### config.mk
export PLATFORM = sky130hd
export DESIGN_NAME = fpu_fcvt_s_w_flat
export DESIGN_NICKNAME = d
export VERILOG_FILES = /design/src/rtl/fpu_pkg.sv /design/src/rtl/fpu_fcvt_s_w_if.sv /design/src/rtl/fpu_lzc32.sv /design/src/rtl/fpu_fcvt_s_w.sv /design/src/flat_wrapper.sv
export SDC_FILE = /design/constraint.sdc
export NUM_CORES = 1
export LEC_CHECK = 0
export ABC_AREA = 1
export CORE_ASPECT_RATIO = 1.5
export CORE_MARGIN = 2
export CORE_UTILIZATION = 45
export CTS_CLUSTER_SIZE = 8
export DETAILED_ROUTE_END_ITERATION = 10
export DONT_BUFFER_PORTS = 1
export PLACE_DENSITY = 0.61
export SYNTH_ARGS = -nofsm -noshare
export SYNTH_HDL_FRONTEND = slang
export SYNTH_HIERARCHICAL = 1
export SYNTH_SLANG_ARGS = --single-unit
### constraint.sdc
create_clock -name clk -period 11.2 [get_ports clk]
set_input_delay 1.12 -clock clk [delete_from_list [all_inputs] [get_ports clk]]
set_output_delay 1.12 -clock clk [all_outputs]
set_load 0.01 [all_outputs]
### src/rtl/fpu_pkg.sv
// Shared FPU definitions: rounding modes, converter FSM states,
// single-precision field widths and the packed {sign, exp, mant} layout.
package fpu_pkg;

    localparam int EXP_W = 8;
    localparam int MAN_W = 23;
    localparam int BIAS  = 127;

    // RISC-V static rounding-mode encodings
    typedef enum logic [2:0] {
        RM_RNE = 3'd0,
        RM_RTZ = 3'd1,
        RM_RDN = 3'd2,
        RM_RUP = 3'd3,
        RM_RMM = 3'd4
    } fp_rm_e;

    // Converter FSM state encodings
    typedef enum logic [1:0] {
        FCVT_IDLE  = 2'd0,
        FCVT_NORM  = 2'd1,
        FCVT_ROUND = 2'd2,
        FCVT_RESP  = 2'd3
    } fcvt_state_e;

    typedef struct packed {
        logic             sign;
        logic [EXP_W-1:0] exp;
        logic [MAN_W-1:0] mant;
    } sp_t;

endpackage

### src/rtl/fpu_fcvt_s_w_if.sv
// Issue-side and result-side handshake bundle for fpu_fcvt_s_w.
// FCVT_UNSIGNED_EN adds the signed0_unsigned1 operand qualifier.
//
// Handshake: a transfer happens on a rising clk edge where valid and
// ready are both high. A producer holds valid and its payload steady
// until that edge; ready may rise or fall regardless of valid.
interface fpu_fcvt_s_w_if;
    logic        in_valid;
    logic        in_ready;
    logic [31:0] rs1;
    logic [2:0]  rm;
`ifdef FCVT_UNSIGNED_EN
    logic        signed0_unsigned1;
`endif
    logic        out_valid;
    logic        out_ready;
    logic [31:0] rd;
    logic        fflag_nx;

    // Issue logic / result consumer side
    modport master (
`ifdef FCVT_UNSIGNED_EN
        output signed0_unsigned1,
`endif
        output in_valid, rs1, rm, out_ready,
        input  in_ready, out_valid, rd, fflag_nx
    );

    // Converter side
    modport slave (
`ifdef FCVT_UNSIGNED_EN
        input  signed0_unsigned1,
`endif
        input  in_valid, rs1, rm, out_ready,
        output in_ready, out_valid, rd, fflag_nx
    );
endinterface

### src/rtl/fpu_lzc32.sv
// Combinational 32-bit leading-zero counter with an all-zero flag.
// count is don't-care (reads 0) when zero is high.
module fpu_lzc32 (
    input  logic [31:0] a,
    output logic [4:0]  count,
    output logic        zero
);

    // Highest set bit wins because later iterations overwrite earlier ones
    always_comb begin
        count = '0;
        for (int i = 0; i < 32; i++) begin
            if (a[i]) count = 5'(31 - i);
        end
        zero = ~|a;
    end

endmodule

### src/rtl/fpu_fcvt_s_w.sv
// fcvt.s.w / fcvt.s.wu: 32-bit integer to IEEE-754 single, four-state
// multi-cycle FSM (IDLE -> NORM -> ROUND -> RESP) with inexact flag.
// Optional macro FCVT_UNSIGNED_EN enables the unsigned (fcvt.s.wu) form.
module fpu_fcvt_s_w #(
    parameter int LZC_W = 5,
    parameter int BIAS  = fpu_pkg::BIAS
) (
    input  logic           clk,
    input  logic           rst,
    fpu_fcvt_s_w_if.slave  bus,
    output logic [1:0]     dbg_state
);
    import fpu_pkg::*;

    localparam logic [1:0] IDLE  = FCVT_IDLE;
    localparam logic [1:0] NORM  = FCVT_NORM;
    localparam logic [1:0] ROUND = FCVT_ROUND;
    localparam logic [1:0] RESP  = FCVT_RESP;

    logic [1:0]       state;
    logic [31:0]      op_q;
    logic [2:0]       rm_q;
    logic             sign_q;
    logic             zero_q;
    logic [LZC_W-1:0] lzc_q;
    logic [30:0]      shifted_q;   // normalised magnitude below the implicit one
    logic [31:0]      rd_q;
    logic             nx_q;

    // Signedness of the captured operand
    logic uns_c;
`ifdef FCVT_UNSIGNED_EN
    logic uns_q;
    assign uns_c = uns_q;
`else
    assign uns_c = 1'b0;
`endif

    // NORM stage: magnitude and leading-zero count
    logic             sign_c;
    logic [31:0]      mag_c;
    logic [LZC_W-1:0] lzc_c;
    logic             zero_c;

    assign sign_c = op_q[31] & ~uns_c;
    assign mag_c  = sign_c ? (~op_q + 32'd1) : op_q;

    fpu_lzc32 u_lzc (
        .a     (mag_c),
        .count (lzc_c),
        .zero  (zero_c)
    );

    // ROUND stage: exponent, round-up decision and packed result
    logic [MAN_W-1:0]       mant_c;
    logic                   guard_c;
    logic                   sticky_c;
    logic                   round_up_c;
    logic [EXP_W-1:0]       exp_c;
    logic [EXP_W+MAN_W-1:0] sum_c;
    sp_t                    res_c;
    logic                   nx_c;

    // Round to the target format; a mantissa carry ripples into exp
    always_comb begin
        mant_c   = shifted_q[30:8];
        guard_c  = shifted_q[7];
        sticky_c = |shifted_q[6:0];
        exp_c    = EXP_W'(BIAS + 31) - EXP_W'(lzc_q);
        case (rm_q)
            RM_RTZ:  round_up_c = 1'b0;
            RM_RDN:  round_up_c = sign_q & (guard_c | sticky_c);
            RM_RUP:  round_up_c = ~sign_q & (guard_c | sticky_c);
            RM_RMM:  round_up_c = guard_c;
            default: round_up_c = guard_c & (sticky_c | mant_c[0]);  // RNE and reserved
        endcase
        sum_c = {exp_c, mant_c} + (EXP_W+MAN_W)'(round_up_c);
        res_c = '0;
        nx_c  = 1'b0;
        if (!zero_q) begin
            res_c.sign = sign_q;
            res_c.exp  = sum_c[EXP_W+MAN_W-1:MAN_W];
            res_c.mant = sum_c[MAN_W-1:0];
            nx_c       = guard_c | sticky_c;
        end
    end

    // Control FSM and datapath registers
    always_ff @(posedge clk) begin
        if (rst) begin
            state     <= IDLE;
            op_q      <= '0;
            rm_q      <= '0;
            sign_q    <= 1'b0;
            zero_q    <= 1'b0;
            lzc_q     <= '0;
            shifted_q <= '0;
            rd_q      <= '0;
            nx_q      <= 1'b0;
`ifdef FCVT_UNSIGNED_EN
            uns_q     <= 1'b0;
`endif
        end else begin
            case (state)
                IDLE: begin
                    if (bus.in_valid) begin
                        op_q  <= bus.rs1;
                        rm_q  <= bus.rm;
`ifdef FCVT_UNSIGNED_EN
                        uns_q <= bus.signed0_unsigned1;
`endif
                        state <= NORM;
                    end
                end
                NORM: begin
                    sign_q    <= sign_c;
                    zero_q    <= zero_c;
                    lzc_q     <= lzc_c;
                    shifted_q <= 31'(mag_c << lzc_c);
                    state     <= ROUND;
                end
                ROUND: begin
                    rd_q  <= res_c;
                    nx_q  <= nx_c;
                    state <= RESP;
                end
                default: begin
                    if (bus.out_ready) state <= IDLE;
                end
            endcase
        end
    end

    assign bus.in_ready  = (state == IDLE);
    assign bus.out_valid = (state == RESP);
    assign bus.rd        = rd_q;
    assign bus.fflag_nx  = nx_q;
    assign dbg_state     = state;

endmodule

### src/flat_wrapper.sv
// flat-port wrapper written by rule: the top's interface ports become plain ports
module fpu_fcvt_s_w_flat import fpu_pkg::*;
#(
    parameter int LZC_W = 5,
    parameter int BIAS  = fpu_pkg::BIAS
)
  (clk, rst, dbg_state, bus_in_valid, bus_rs1, bus_rm, bus_out_ready, bus_in_ready, bus_out_valid, bus_rd, bus_fflag_nx);
  fpu_fcvt_s_w_if bus_i ();
  input  logic clk;
  input  logic rst;
  output logic [1:0] dbg_state;
  input wire logic [$bits(bus_i.in_valid)-1:0] bus_in_valid;
  input wire logic [$bits(bus_i.rs1)-1:0] bus_rs1;
  input wire logic [$bits(bus_i.rm)-1:0] bus_rm;
  input wire logic [$bits(bus_i.out_ready)-1:0] bus_out_ready;
  output wire logic [$bits(bus_i.in_ready)-1:0] bus_in_ready;
  output wire logic [$bits(bus_i.out_valid)-1:0] bus_out_valid;
  output wire logic [$bits(bus_i.rd)-1:0] bus_rd;
  output wire logic [$bits(bus_i.fflag_nx)-1:0] bus_fflag_nx;
  assign bus_i.in_valid = bus_in_valid;
  assign bus_i.rs1 = bus_rs1;
  assign bus_i.rm = bus_rm;
  assign bus_i.out_ready = bus_out_ready;
  assign bus_in_ready = bus_i.in_ready;
  assign bus_out_valid = bus_i.out_valid;
  assign bus_rd = bus_i.rd;
  assign bus_fflag_nx = bus_i.fflag_nx;
  fpu_fcvt_s_w #(.LZC_W(LZC_W), .BIAS(BIAS)) u_core (.clk(clk), .rst(rst), .bus(bus_i), .dbg_state(dbg_state));
endmodule
==> out/qor.yml <==
r2r_cells: 43
n_fill_cell: 1875
swShare_pct: 56.0
grt_pass1_wl_microns: 35500
h-tree-depth: 3
synth-adder-area-share_pct: 1.49
drt_pass1_iterations: 6
seq_area_frac_synth_pct: 28.6
hold_depth: 2
p_int_uw: 1330
syn_avg_cell_area_sq_um: 5.83
fin_crit_sh_pct: 49.7
ir_drop_mv: 0.162
synth.distinct_cells: 46
cap_violations: 0
p_seq_share_pct: 20.6
root_buffer: "clkbuf_16"
rows: 58
grtUsageTotal_pct: 25.1
layout_commonest_cell: "nand2_1"
synth_cells: 1298
first_iter_violations: 414
insertion_delay_ns: 0.36
start_util_pct: 45.6
grt_max_degree: 70
cp.required_ns: 11.44
switchingPower_uw: 1690
synth_compound_area_share_pct: 15.6
slew_headroom_pct: 17.0
num_antenna_cells: 0
cts_tree: "built"
syn2layout_area_growth_pct: 5.55
end_kind: "flop"
ys_ff_latch: 108
drive_gt1_share_pct: 4.43
synth_xor_area_share_pct: 0.347
core_region_area_sq_mm: 0.0166
synth.area.mux_share_pct: 0
final_area_sq_mm: 0.00799
io_buffers: 0
place_area_sq_mm: 0.00768
power_leakage_uw: 0.00354
place_ws_ns: 5.72
slew_viol_final: 0
clock_skew_ns: 0.00841
antenna_found_initial: 0
path_depth: 43
setup_slack_ns: 5.64
cts_setup_buffers: 0
period_needed_ns: 5.56
grt_pass1_vias: 7306
syn-cell-area_sq_mm: 0.00757
cp_top_family: "simple AND/OR/NAND/NOR gates"
critPathMostFrequentCell: "nand2_1"
cts_resized: 0
slowest_delay_ns: 1.15
startpoint_type: "flop"
fmax_mhz: 180
totalWireLength_microns: 21700
chipWidth_microns: 110
worst_slew_pin_slew_ns: 1.24
cts_buffers: 9
rsz0062_at_grt: "no"
power_frac_comb_pct: 68.1
vias: 7985
hold_buffers: 0
globalRouteOverflowTotal: 0
critical_path.slowest_cell: "dfxtp_1"
final_cell_mix: "363 x nand2_1, 238 x nand3_1, 126 x inv_1"
syn_nets: 1346
ys_warn_count: 6
hold_class: "flop to flop"
dieArea_sq_mm: 0.0179
clockBufferDepth: 2
gp_congestion: 0.990
outcome: "finished, final reports clean"
synth_top_family_by_area: "simple AND/OR/NAND/NOR gates"
wl_per_cell_microns: 14.8
drc: 0
cellPowerDensity_mw_per_mm2: 377
cp.arrival_ns: 5.81
setup_viol: 0
postLayoutCoreUtil_pct: 48.1
crit_buf_inv: 4
critPathMaxFanout: 40
fin_setup_tns_ns: 0
hold_slack_ns: 0.462
drtAntennaViolNets: 0
via_per_inst: 5.42
final-hold-violation-count: 0
fp.dieH_microns: 163
path_clk_slew_ns: 0.08
p_clk_share_pct: 11.3
io_pins: 76
crit_type: "flop to flop"
dp.final_hpwl_microns: 17000
synth-simple-area-share_pct: 43.6
fin_nets: 1306
cts.sinks: 108
cells in the mapped netlist, drive strengths merged:
cell type  number  area share, %
a211oi          3           0.30
a21oi         116            7.8
and2            1          0.083
bufinv          2           0.46
dfxtp         108             29
nor2          111            5.9
a21boi          1          0.099
nand4          12            1.1
o311ai          1           0.12
ha              9            1.5
or2             4           0.33
xor2            3           0.35
nand3b          3           0.30
nand3         239             16
o31ai           2           0.20
a211o           1           0.12
o21bai          1          0.099
o21ai          84            5.6
clkbuf         43            2.3
inv           132            6.5
buf            18           0.99
nand2         369             19
nor3           10           0.81
o211ai          3           0.30
a31oi           6           0.50
a221oi          1           0.12
clkinv          2          0.099
o22ai           1          0.083
a311oi          2           0.23
nor4            9           0.74
a41oi           1           0.12
registers in the layout (all words and copies together), names as in the netlist:
signal / count
u_core/bus.fflag_nx: 1
u_core/bus.rd: 32
u_core/dbg_state: 2
u_core/lzc_q: 5
u_core/op_q: 32
u_core/rm_q: 3
u_core/shifted_q: 31
u_core/sign_q: 1
u_core/zero_q: 1
layer usage:
| metal | global-route usage [%] | routed length (microns) | vias to the layer above |
|---|---|---|---|
| met5 | 0 | 0 | - |
| met4 | 11.3 | 814 | 0 |
| met3 | 2.80 | 525 | 45 |
| met2 | 45.2 | 11300 | 150 |
| met1 | 28.9 | 9110 | 3585 |
| li1 | - | - | 4205 |
cell type report:
class / count / area, sq um / area share [%]
timing repair buffer: 10 / 75.1 / 0.940
sequential: 108 / 2160 / 27.1
multi-input combinational: 993 / 4640 / 58.1
inverter: 136 / 538 / 6.73
clock inverter: 5 / 68.8 / 0.861
tap: 210 / 263 / 3.29
clock buffer: 11 / 243 / 3.04
power groups by stage:
stage | Combinational, uW | Clock [uW] | Sequential [uW]
after floorplan | 1600 | 0 | 588
after global placement | 2040 | 0 | 627
after detailed placement | 2040 | 0 | 630
after CTS | 2050 | 352 | 621
after global routing | 2340 | 368 | 640
final | 2050 | 340 | 621
worst paths after layout:
| path | to | from | slack, ns |
|---|---|---|---|
| max | u_core/shifted_q[23] | u_core/op_q[31] | 5.64 |
| min | u_core/shifted_q[2] | u_core/shifted_q[2] | 0.46 |
| max reg2reg | u_core/shifted_q[23] | u_core/op_q[31] | 5.64 |
| min reg2reg | u_core/shifted_q[2] | u_core/shifted_q[2] | 0.46 |
metrics by stage:
| step | total power, uW | instances |
|---|---|---|
| detailed placement | 2670 | 1457 |
| global placement | 2670 | 1457 |
| finish | 3020 | 1473 |
| floorplan | 2190 | 1298 |
| global route | 3340 | 1473 |
| CTS | 3020 | 1473 |
cell families after synthesis:
family | Yosys count
simple gates | 758
compound gates | 223
buf+inv | 197
flops | 108
fa+ha+maj | 9
xor+xnor | 3
worst reg2reg max path: cells and delay by family, from the launching register on:
kind / cells / cell delay [ns]
DFF: 1 / 1.15
and+or+nand+nor: 34 / 2.05
AOI/OAI and AO/OA: 5 / 0.89
buffers and inverters: 4 / 1.33
(Power assumes the default switching activity.)
